## src/rtl/alu_mc.sv

```systemverilog
// ---------------------------------------------------------------------------
// alu_mc -- multi-cycle integer ALU with valid/ready handshakes.
//
// Eight operations (AND, OR, ADD, SUB, XOR, SLT, SLL, SRL) on WIDTH-bit
// operands, with carry, zero and signed-overflow flags. Non-shift ops take
// one cycle. Shifts use an iterative 1-bit-per-cycle shifter unless the
// ALU_MC_FAST_SHIFT_EN macro is defined. With the macro defined, a
// combinational barrel shifter is used and the SHIFT state and its counter
// are not built. Results are the same in both builds; only latency differs.
//
// Handshakes: a transfer happens on a rising edge where valid and ready are
// both high. Request side: valid_i/ready_o, accepted only in IDLE.
// Response side: valid_o/ready_i. The result and flags stay stable while
// valid_o=1 and ready_i=0.
//
// Ports:
//   clk_i      clock, rising edge
//   rst_i      asynchronous active-high reset
//   valid_i    request valid
//   ready_o    ALU can accept a request (state == IDLE)
//   a_i, b_i   operands; b_i[SHW-1:0] is the shift amount for shifts
//   c_in       carry-in, used by ADD only
//   op_i       000 AND, 001 OR, 010 ADD, 011 SUB, 100 XOR, 101 SLT,
//              110 SLL, 111 SRL
//   valid_o    result valid (state == DONE)
//   ready_i    consumer accepts the result
//   result     registered result
//   c_out      carry flag (SUB: 1 = no borrow)
//   zero       result == 0
//   ovf        signed overflow (ADD/SUB only)
//   state_dbg  current FSM state, for debug/observation
// ---------------------------------------------------------------------------
module alu_mc #(
  parameter int WIDTH = 32
) (
  input  logic             clk_i,
  input  logic             rst_i,
  input  logic             valid_i,
  output logic             ready_o,
  input  logic [WIDTH-1:0] a_i,
  input  logic [WIDTH-1:0] b_i,
  input  logic             c_in,
  input  logic [2:0]       op_i,
  output logic             valid_o,
  input  logic             ready_i,
  output logic [WIDTH-1:0] result,
  output logic             c_out,
  output logic             zero,
  output logic             ovf,
  output logic [1:0]       state_dbg
);

  localparam int SHW = $clog2(WIDTH);

  localparam logic [2:0] OP_AND = 3'b000;
  localparam logic [2:0] OP_OR  = 3'b001;
  localparam logic [2:0] OP_ADD = 3'b010;
  localparam logic [2:0] OP_SUB = 3'b011;
  localparam logic [2:0] OP_XOR = 3'b100;
  localparam logic [2:0] OP_SLT = 3'b101;
  localparam logic [2:0] OP_SLL = 3'b110;
  localparam logic [2:0] OP_SRL = 3'b111;

  typedef enum logic [1:0] {
    IDLE  = 2'd0,
    SHIFT = 2'd1,
    DONE  = 2'd2
  } state_t;

  state_t state_q, state_d;

  logic [SHW-1:0]   shamt;
  logic [WIDTH-1:0] b_eff;
  logic             cin_eff;
  logic [WIDTH:0]   sum_ext;
  logic [WIDTH-1:0] calc_res;
  logic             calc_c;
  logic             calc_ovf;
  logic             load_now;

  assign shamt = b_i[SHW-1:0];

  // Single-cycle datapath. ADD and SUB share one adder: SUB feeds ~b with a
  // forced carry-in of 1, so the adder carry-out is the "no borrow" flag and
  // the overflow rule is the same for both (operand signs equal, sum sign
  // differs) when applied to the effective B operand.
  always_comb begin
    b_eff    = b_i;
    cin_eff  = c_in;
    if (op_i == OP_SUB) begin
      b_eff   = ~b_i;
      cin_eff = 1'b1;
    end
    sum_ext  = {1'b0, a_i} + {1'b0, b_eff} + {{WIDTH{1'b0}}, cin_eff};
    calc_res = '0;
    calc_c   = 1'b0;
    calc_ovf = 1'b0;
    case (op_i)
      OP_AND: calc_res = a_i & b_i;
      OP_OR:  calc_res = a_i | b_i;
      OP_XOR: calc_res = a_i ^ b_i;
      OP_ADD, OP_SUB: begin
        calc_res = sum_ext[WIDTH-1:0];
        calc_c   = sum_ext[WIDTH];
        calc_ovf = (a_i[WIDTH-1] == b_eff[WIDTH-1]) &&
                   (sum_ext[WIDTH-1] != a_i[WIDTH-1]);
      end
      OP_SLT: calc_res = {{(WIDTH-1){1'b0}}, ($signed(a_i) < $signed(b_i))};
`ifdef ALU_MC_FAST_SHIFT_EN
      OP_SLL: calc_res = a_i << shamt;
      OP_SRL: calc_res = a_i >> shamt;
`else
      // Only reached with a zero shift amount; non-zero amounts go through
      // the SHIFT state.
      OP_SLL, OP_SRL: calc_res = a_i;
`endif
      default: calc_res = '0;
    endcase
  end

`ifndef ALU_MC_FAST_SHIFT_EN
  logic [WIDTH-1:0] work_q;
  logic [SHW-1:0]   cnt_q;
  logic             dir_left_q;
  logic [WIDTH-1:0] work_next;
  logic             start_shift;
  logic             is_shift;

  assign is_shift  = (op_i == OP_SLL) || (op_i == OP_SRL);
  assign work_next = dir_left_q ? {work_q[WIDTH-2:0], 1'b0}
                                : {1'b0, work_q[WIDTH-1:1]};
`endif

  // Next-state logic.
  always_comb begin
    state_d  = state_q;
    load_now = 1'b0;
`ifndef ALU_MC_FAST_SHIFT_EN
    start_shift = 1'b0;
`endif
    case (state_q)
      IDLE: begin
        if (valid_i) begin
`ifdef ALU_MC_FAST_SHIFT_EN
          load_now = 1'b1;
          state_d  = DONE;
`else
          if (is_shift && (shamt != '0)) begin
            start_shift = 1'b1;
            state_d     = SHIFT;
          end else begin
            load_now = 1'b1;
            state_d  = DONE;
          end
`endif
        end
      end
`ifndef ALU_MC_FAST_SHIFT_EN
      SHIFT: begin
        if (cnt_q == SHW'(1)) state_d = DONE;
      end
`endif
      DONE: begin
        if (ready_i) state_d = IDLE;
      end
      default: state_d = IDLE;
    endcase
  end

  always_ff @(posedge clk_i or posedge rst_i) begin
    if (rst_i) begin
      state_q <= IDLE;
      result  <= '0;
      c_out   <= 1'b0;
      zero    <= 1'b0;
      ovf     <= 1'b0;
    end else begin
      state_q <= state_d;
      if (load_now) begin
        result <= calc_res;
        c_out  <= calc_c;
        zero   <= (calc_res == '0);
        ovf    <= calc_ovf;
      end
`ifndef ALU_MC_FAST_SHIFT_EN
      // Final shift step: the result register is written only here, so no
      // partially shifted value is ever visible.
      if ((state_q == SHIFT) && (cnt_q == SHW'(1))) begin
        result <= work_next;
        c_out  <= 1'b0;
        zero   <= (work_next == '0);
        ovf    <= 1'b0;
      end
`endif
    end
  end

`ifndef ALU_MC_FAST_SHIFT_EN
  always_ff @(posedge clk_i or posedge rst_i) begin
    if (rst_i) begin
      work_q     <= '0;
      cnt_q      <= '0;
      dir_left_q <= 1'b0;
    end else if (start_shift) begin
      work_q     <= a_i;
      cnt_q      <= shamt;
      dir_left_q <= (op_i == OP_SLL);
    end else if (state_q == SHIFT) begin
      work_q <= work_next;
      cnt_q  <= cnt_q - SHW'(1);
    end
  end
`endif

  assign ready_o   = (state_q == IDLE);
  assign valid_o   = (state_q == DONE);
  assign state_dbg = state_q;

endmodule

```

## config.mk

```make
export PLATFORM = sky130hd
export DESIGN_NAME = alu_mc
export DESIGN_NICKNAME = d
export VERILOG_FILES = /design/src/rtl/alu_mc.sv
export SDC_FILE = /design/constraint.sdc
export NUM_CORES = 1
export LEC_CHECK = 0
export CELL_PAD_IN_SITES_DETAIL_PLACEMENT = 2
export CELL_PAD_IN_SITES_GLOBAL_PLACEMENT = 2
export CORE_ASPECT_RATIO = 0.5
export CORE_MARGIN = 3
export CORE_UTILIZATION = 36
export DETAILED_ROUTE_END_ITERATION = 10
export PLACE_DENSITY_LB_ADDON = 0.08
export SYNTH_ARGS = -nofsm -noshare
export SYNTH_HDL_FRONTEND = slang
export SYNTH_SLANG_ARGS = --single-unit
export TNS_END_PERCENT = 30
```

## constraint.sdc

```tcl
create_clock -name clk_i -period 5.2 [get_ports clk_i]
set_input_delay 0.52 -clock clk_i [delete_from_list [all_inputs] [get_ports clk_i]]
set_output_delay 0.52 -clock clk_i [all_outputs]
set_load 0.005 [all_outputs]
```

==> reports/qor.txt, run 1 <==
status = complete, no violations
clock tree sinks = 75
WL met3 = 2930 um
critical path endpoint category = register
critical path's slowest cell = a21oi_1
Rel. slew slack = 0.144
CTS Root Cell = clkbuf_16
Buf/Inv on CP = 2
pwr dens = 371 nW/um^2
metal2 WL = 16,500 um
gr usage total = 0.308
clk slew on worst S/H paths = 0.06 ns
worst vdd ir = 143 uV
Post-Synthesis Cells = 1,101
Cell Count Post-Placement = 1,481
worst-skew pair later-pin latency = 0.35 ns
Slew Limit Fails = 0
Diodes inserted = 0
# H-tree levels = 3
worst endpoint required time = 5.46 ns
async set-or-reset flop fraction in the synthesized netlist = 1.00
P&R area growth vs syn = 20.2%
reg2reg setup slack = 1.97 ns
crit start category = input pin
IO Count = 111
Syn Nets = 1,304
Max FO, Critical Path = 4
largest net degree at the start of global routing = 65
CTS tree = yes
Crit Reg-Reg Startpoint = dir_left_q
Final ANT Viol Nets = 0
syn avg cell area = 7.86 sq um
Bufs on Longest Clock Path = 2
DR top layer = met5
sequential element share of the synthesized area = 0.217
HPWL Detailed = 31,800 um
top cells by area, synth = dfrtp_1, ha_1, a21oi_1
Final Hold Fails = 0
Vert. Die Dim = 116 um
Tcrit/Tclk final = 0.836
Post-Synthesis Cell Area = 8650 sq um
WHS Endpoint = result[6]
Power Total = 3.86 mW
Rows = 39
Final min period = 4.35 ns
final core occ = 0.448
Seq cells post-synth = 75
Detailed Routing Iterations Pass 1 = 5
f_max = 230 MHz
Hold Path Stages = 2
hold_sp = result[6]
number of synthesized flops with an enable pin = 0
CP peak stage delay = 0.53 ns
setup bufs post-CTS = 0
Final setup viols = 0
layout cells sized above 1 = 0.0563
Die W = 225 um
most common flop cell mapped by yosys = dfrtp_1
final instance area = 10,400 sq um
Worst Hold Class = register to register
most frequent cell after synthesis = a21oi_1
GR Overflow Total = 0
CP top delay family = compound AO/OA/AOI/OAI gates
Arrival @ worst endpoint = 4.61 ns
post-synth top area cell = dfrtp_1
clock skew = 0.00813 ns
CTS Buf Count = 9
worst reg2reg path depth = 6
Worst Max-Slew Pin Slew = 1.28 ns
Max-Cap Viols = 0
unrepaired setup endpoints after global routing = false
top cell type's share of synthesized area = 0.217
Leakage = 4.67 nW
vias per cell = 6.05
Vias = 9,064
Synth cell types = 68
Reg-to-Reg End = zero
post_cts resized = 0
Initial Util = 0.373
# nets final = 1,388
port bufs = 110
CP Cell Sequence = clkdlybuf4s50_1, xnor2_1, fa_1, inv_1, fa_1, nor2b_4, o31a_1, o211ai_2, nand2_1, a21oi_1, xnor2_1, a21oi_1, o221ai_1, nor4b_1, nand4_1, o31ai_2
Crit Path Category = input pin to register
Core ar. = 23,200 sq um
Layout Cells excl Fill = 1,497
Synth top cells by count = a21oi_1, ha_1, nand2_1
first-pass GRT wire length = 60,100 um
Placer Congestion = 0.899
area post-placement = 10,100 sq um
Syn. warnings = 0
number of DRC markers in iteration 0 = 866
vias in the first global route = 9,307
Wirelength per Cell = 27.0 um
met1 WL = 20,700 um
CTS Hold Bufs = 0
wirelength, routed = 40,400 um
DRC violations left = 0
DIE AREA = 26,000 sq um
setup TNS = 0 ns
initial antenna violation count = 3
==> metal layers <==
metal	vias to the layer above	global-route usage
met1	4664	0.479
met3	25	0.0521
li1	4110	-
met2	263	0.449
met5	-	0
met4	2	0.0473
==> kinds of logic after synthesis <==
group                      share of synthesized area
AOI/OAI and AO/OA                              0.275
and+or+nand+nor                                0.152
buffers and inverters                         0.0661
adders and majority gates                      0.191
DFF                                            0.217
xor gates and xnor gates                      0.0597
muxes                                         0.0385
==> worst reg2reg max path: stages, from the launching register on <==
cell	delay (ns)
dfrtp_2	1.03
mux2i_1	0.75
nand4_1	0.15
or4_1	0.60
nor3_1	0.37
a31oi_1	0.12
o31ai_2	0.12
==> power breakdown <==
group / switching [mW] / leakage [nW] / internal, mW
Combinational: 1.17 / 3.58 / 0.881
Sequential: 0.290 / 0.946 / 0.842
Clock: 0.252 / 0.150 / 0.419
==> area by class of cell <==
cell class	count	area, sq um
Fill cell	2649	12800
Multi-Input combinational cell	876	6220
Sequential cell	75	1880
Timing Repair Buffer	137	1290
Tap cell	307	384
Inverter	86	324
Clock buffer	11	233
Clock inverter	5	77.6
==> cells in the final DEF (no fill, tap or decap), types with 4 or more instances in the layout <==
cell	count
a21oi_1	139
ha_1	129
clkdlybuf4s50_1	107
nand2_1	95
nor2_1	91
o21ai_0	88
inv_1	84
dfrtp_1	74
xnor2_1	48
mux2i_1	31
o221ai_1	27
buf_4	27
a221o_1	25
a211oi_1	21
a21o_1	16
nand3_1	15
nand4_1	14
nor3_1	11
xor2_1	11
clkbuf_16	9
nor2b_1	8
nand2b_1	8
o21bai_1	8
nor4_1	7
a21oi_2	6
or4_1	5
o211ai_1	4
a31oi_1	4
a221oi_1	4
==> state kept, by name, summed over array words and instances (netlist names) <==
name and count:
c_out 1, cnt_q 5, ovf 1, dir_left_q 1, result 32, state_dbg 2
work_q 32, zero 1
==> worst max path at each step <==
stage,start,to,slack (ns),depth (start not counted)
floorplan,op_i[2],zero,0.25,21
global route,b_i[0],zero,0.58,16
global placement,b_i[0],zero,0.76,16
detailed placement,b_i[0],zero,0.62,16
finish,b_i[0],zero,0.85,16
CTS,b_i[0],zero,0.97,16
==> per-stage QoR <==
| step | hold slack (ns) | worst slack, ns |
|---|---|---|
| floorplan | 0.480 | 0.247 |
| global placement | 0.484 | 0.763 |
| detailed placement | 0.491 | 0.621 |
| CTS | 0.506 | 0.969 |
| global route | 0.536 | 0.577 |
| finish | 0.505 | 0.852 |
(Power assumes the default switching activity.)
==> run 2, diff against run 1 <==
Settings changed: CORE_UTILIZATION 36 to 34.
Clock period 5.2 ns to 4.3 ns, I/O delays scaled along.
==> reports/qor.txt, run 2 (same netlist as run 1, synthesis figures left out) <==
wirelength, routed = 41,600 um
Leakage = 4.86 nW
Placer Congestion = 0.917
most frequent cells in the layout = a21oi_1, ha_1, clkdlybuf4s50_1
Final ANT Viol Nets = 0
clock skew = 0.00901 ns
worst endpoint required time = 4.56 ns
biggest regs = result (32), work_q (32), cnt_q (5)
P&R area growth vs syn = 24.2%
# nets final = 1,424
Crit Path Category = input pin to register
DIE AREA = 27,500 sq um
Detailed Routing Iterations Pass 1 = 5
crit start category = input pin
status = complete, no violations
worst vdd ir = 226 uV
Fill cells = 2,831
Rows = 40
IO Count = 111
Final Hold Fails = 0
most common cell after layout, fill and taps aside = a21oi_1
vias in the first global route = 9,899
Slew Limit Fails = 0
unrepaired setup endpoints after global routing = false
CTS Buf Count = 9
Tcrit/Tclk final = 0.909
gr usage total = 0.302
Max-Cap Viols = 0
Initial Util = 0.353
DRC violations left = 0
Rel. slew slack = 0.177
pwr dens = 442 nW/um^2
clock tree sinks = 75
setup bufs post-CTS = 0
setup TNS = 0 ns
CTS tree = yes
port bufs = 110
initial antenna violation count = 4
HPWL Detailed = 33,100 um
Arrival @ worst endpoint = 4.17 ns
f_max = 256 MHz
number of DRC markers in iteration 0 = 965
Bufs on Longest Clock Path = 2
Worst Hold Class = register to register
Max FO, Critical Path = 4
CTS Root Cell = clkbuf_16
reg2reg setup slack = 1.24 ns
largest net degree at the start of global routing = 61
CTS Hold Bufs = 0
Diodes inserted = 0
layout cells sized above 1 = 0.0873
Core ar. = 24,500 sq um
post_cts resized = 0
Vert. Die Dim = 119 um
vias per cell = 5.92
Die W = 232 um
Wirelength per Cell = 26.7 um
first-pass GRT wire length = 62,900 um
critical path endpoint category = register
Final min period = 3.91 ns
# H-tree levels = 3
worst-skew pair later-pin latency = 0.35 ns
Worst Max-Slew Pin Slew = 1.24 ns
GR Overflow Total = 0
Final setup viols = 0
Hold WS = 0.495 ns
clk slew on worst S/H paths = 0.07 ns
Vias = 9,240
[run 2: cell count changes in the layout (fill, tap and decap cells not counted)]
cell        change
inv_6           +2
buf_12          +1
fa_1            -1
fa_2            +1
buf_4          +35
clkinvlp_4      -1
nor2_4          +1
nor2_1          -1
clkinv_4        +2
clkinv_2        -1
clkbuf_1        -2
[run 2: where the power goes]
part | switching, mW | leakage [nW] | internal, mW | total [mW]
sequential | 0.343 | 0.946 | 1.02 | 1.36
combinational | 1.43 | 3.75 | 1.12 | 2.55
clock | 0.324 | 0.160 | 0.513 | 0.838
[run 2: area by class of cell]
type                            instances  area (sq um)  area share
Multi-Input combinational cell        876          6230       0.579
Sequential cell                        75          1880       0.175
Timing Repair Buffer                  173          1570       0.146
Tap cell                              336           420      0.0391
Inverter                               86           324      0.0302
Clock buffer                            9           225      0.0210
Clock inverter                          7           100     0.00932
[run 2: routing by layer]
layer  share of wire  vias to the layer above  global-route usage
met2            0.41                      285               0.447
met3           0.091                       52              0.0803
met1            0.48                     4714               0.441
met4           0.015                        6              0.0583
li1                -                     4183                   -
met5         0.00077                        -                   0
[run 2: critical path, cell delays in order]
cell	delay, ns
clkdlybuf4s50_1	0.49
xnor2_1	0.19
fa_1	0.42
inv_1	0.09
fa_2	0.24
nor2b_4	0.05
o31a_1	0.31
o2111ai_1	0.26
nand3b_1	0.19
a21oi_2	0.25
xnor2_1	0.09
a21oi_1	0.24
o221ai_1	0.17
nor4_1	0.27
nand4_1	0.22
o31ai_2	0.25
[run 2: final timing paths]
check,startpoint,cells past startpoint,end
max,b_i[0],16,zero
min,result[3],2,result[3]
max reg2reg,dir_left_q,6,zero
min reg2reg,result[3],2,result[3]
max in group asynchronous,rst_i,3,work_q[7]
min in group asynchronous,rst_i,2,work_q[25]
[run 2: metrics by stage]
| step | setup WS, ns | std cells | util | power, mW | area (sq um) |
|---|---|---|---|---|---|
| after floorplan | 0.00960 | 1101 | - | 2.65 | 8670 |
| after global placement | 0.157 | 1546 | 0.425 | 3.73 | 10400 |
| after detailed placement | 0.0200 | 1546 | 0.425 | 3.85 | 10400 |
| after CTS | 0.382 | 1562 | 0.438 | 4.73 | 10700 |
| after global routing | 0.102 | 1562 | 0.438 | 5.06 | 10700 |
| final | 0.392 | 1562 | 0.438 | 4.75 | 10700 |
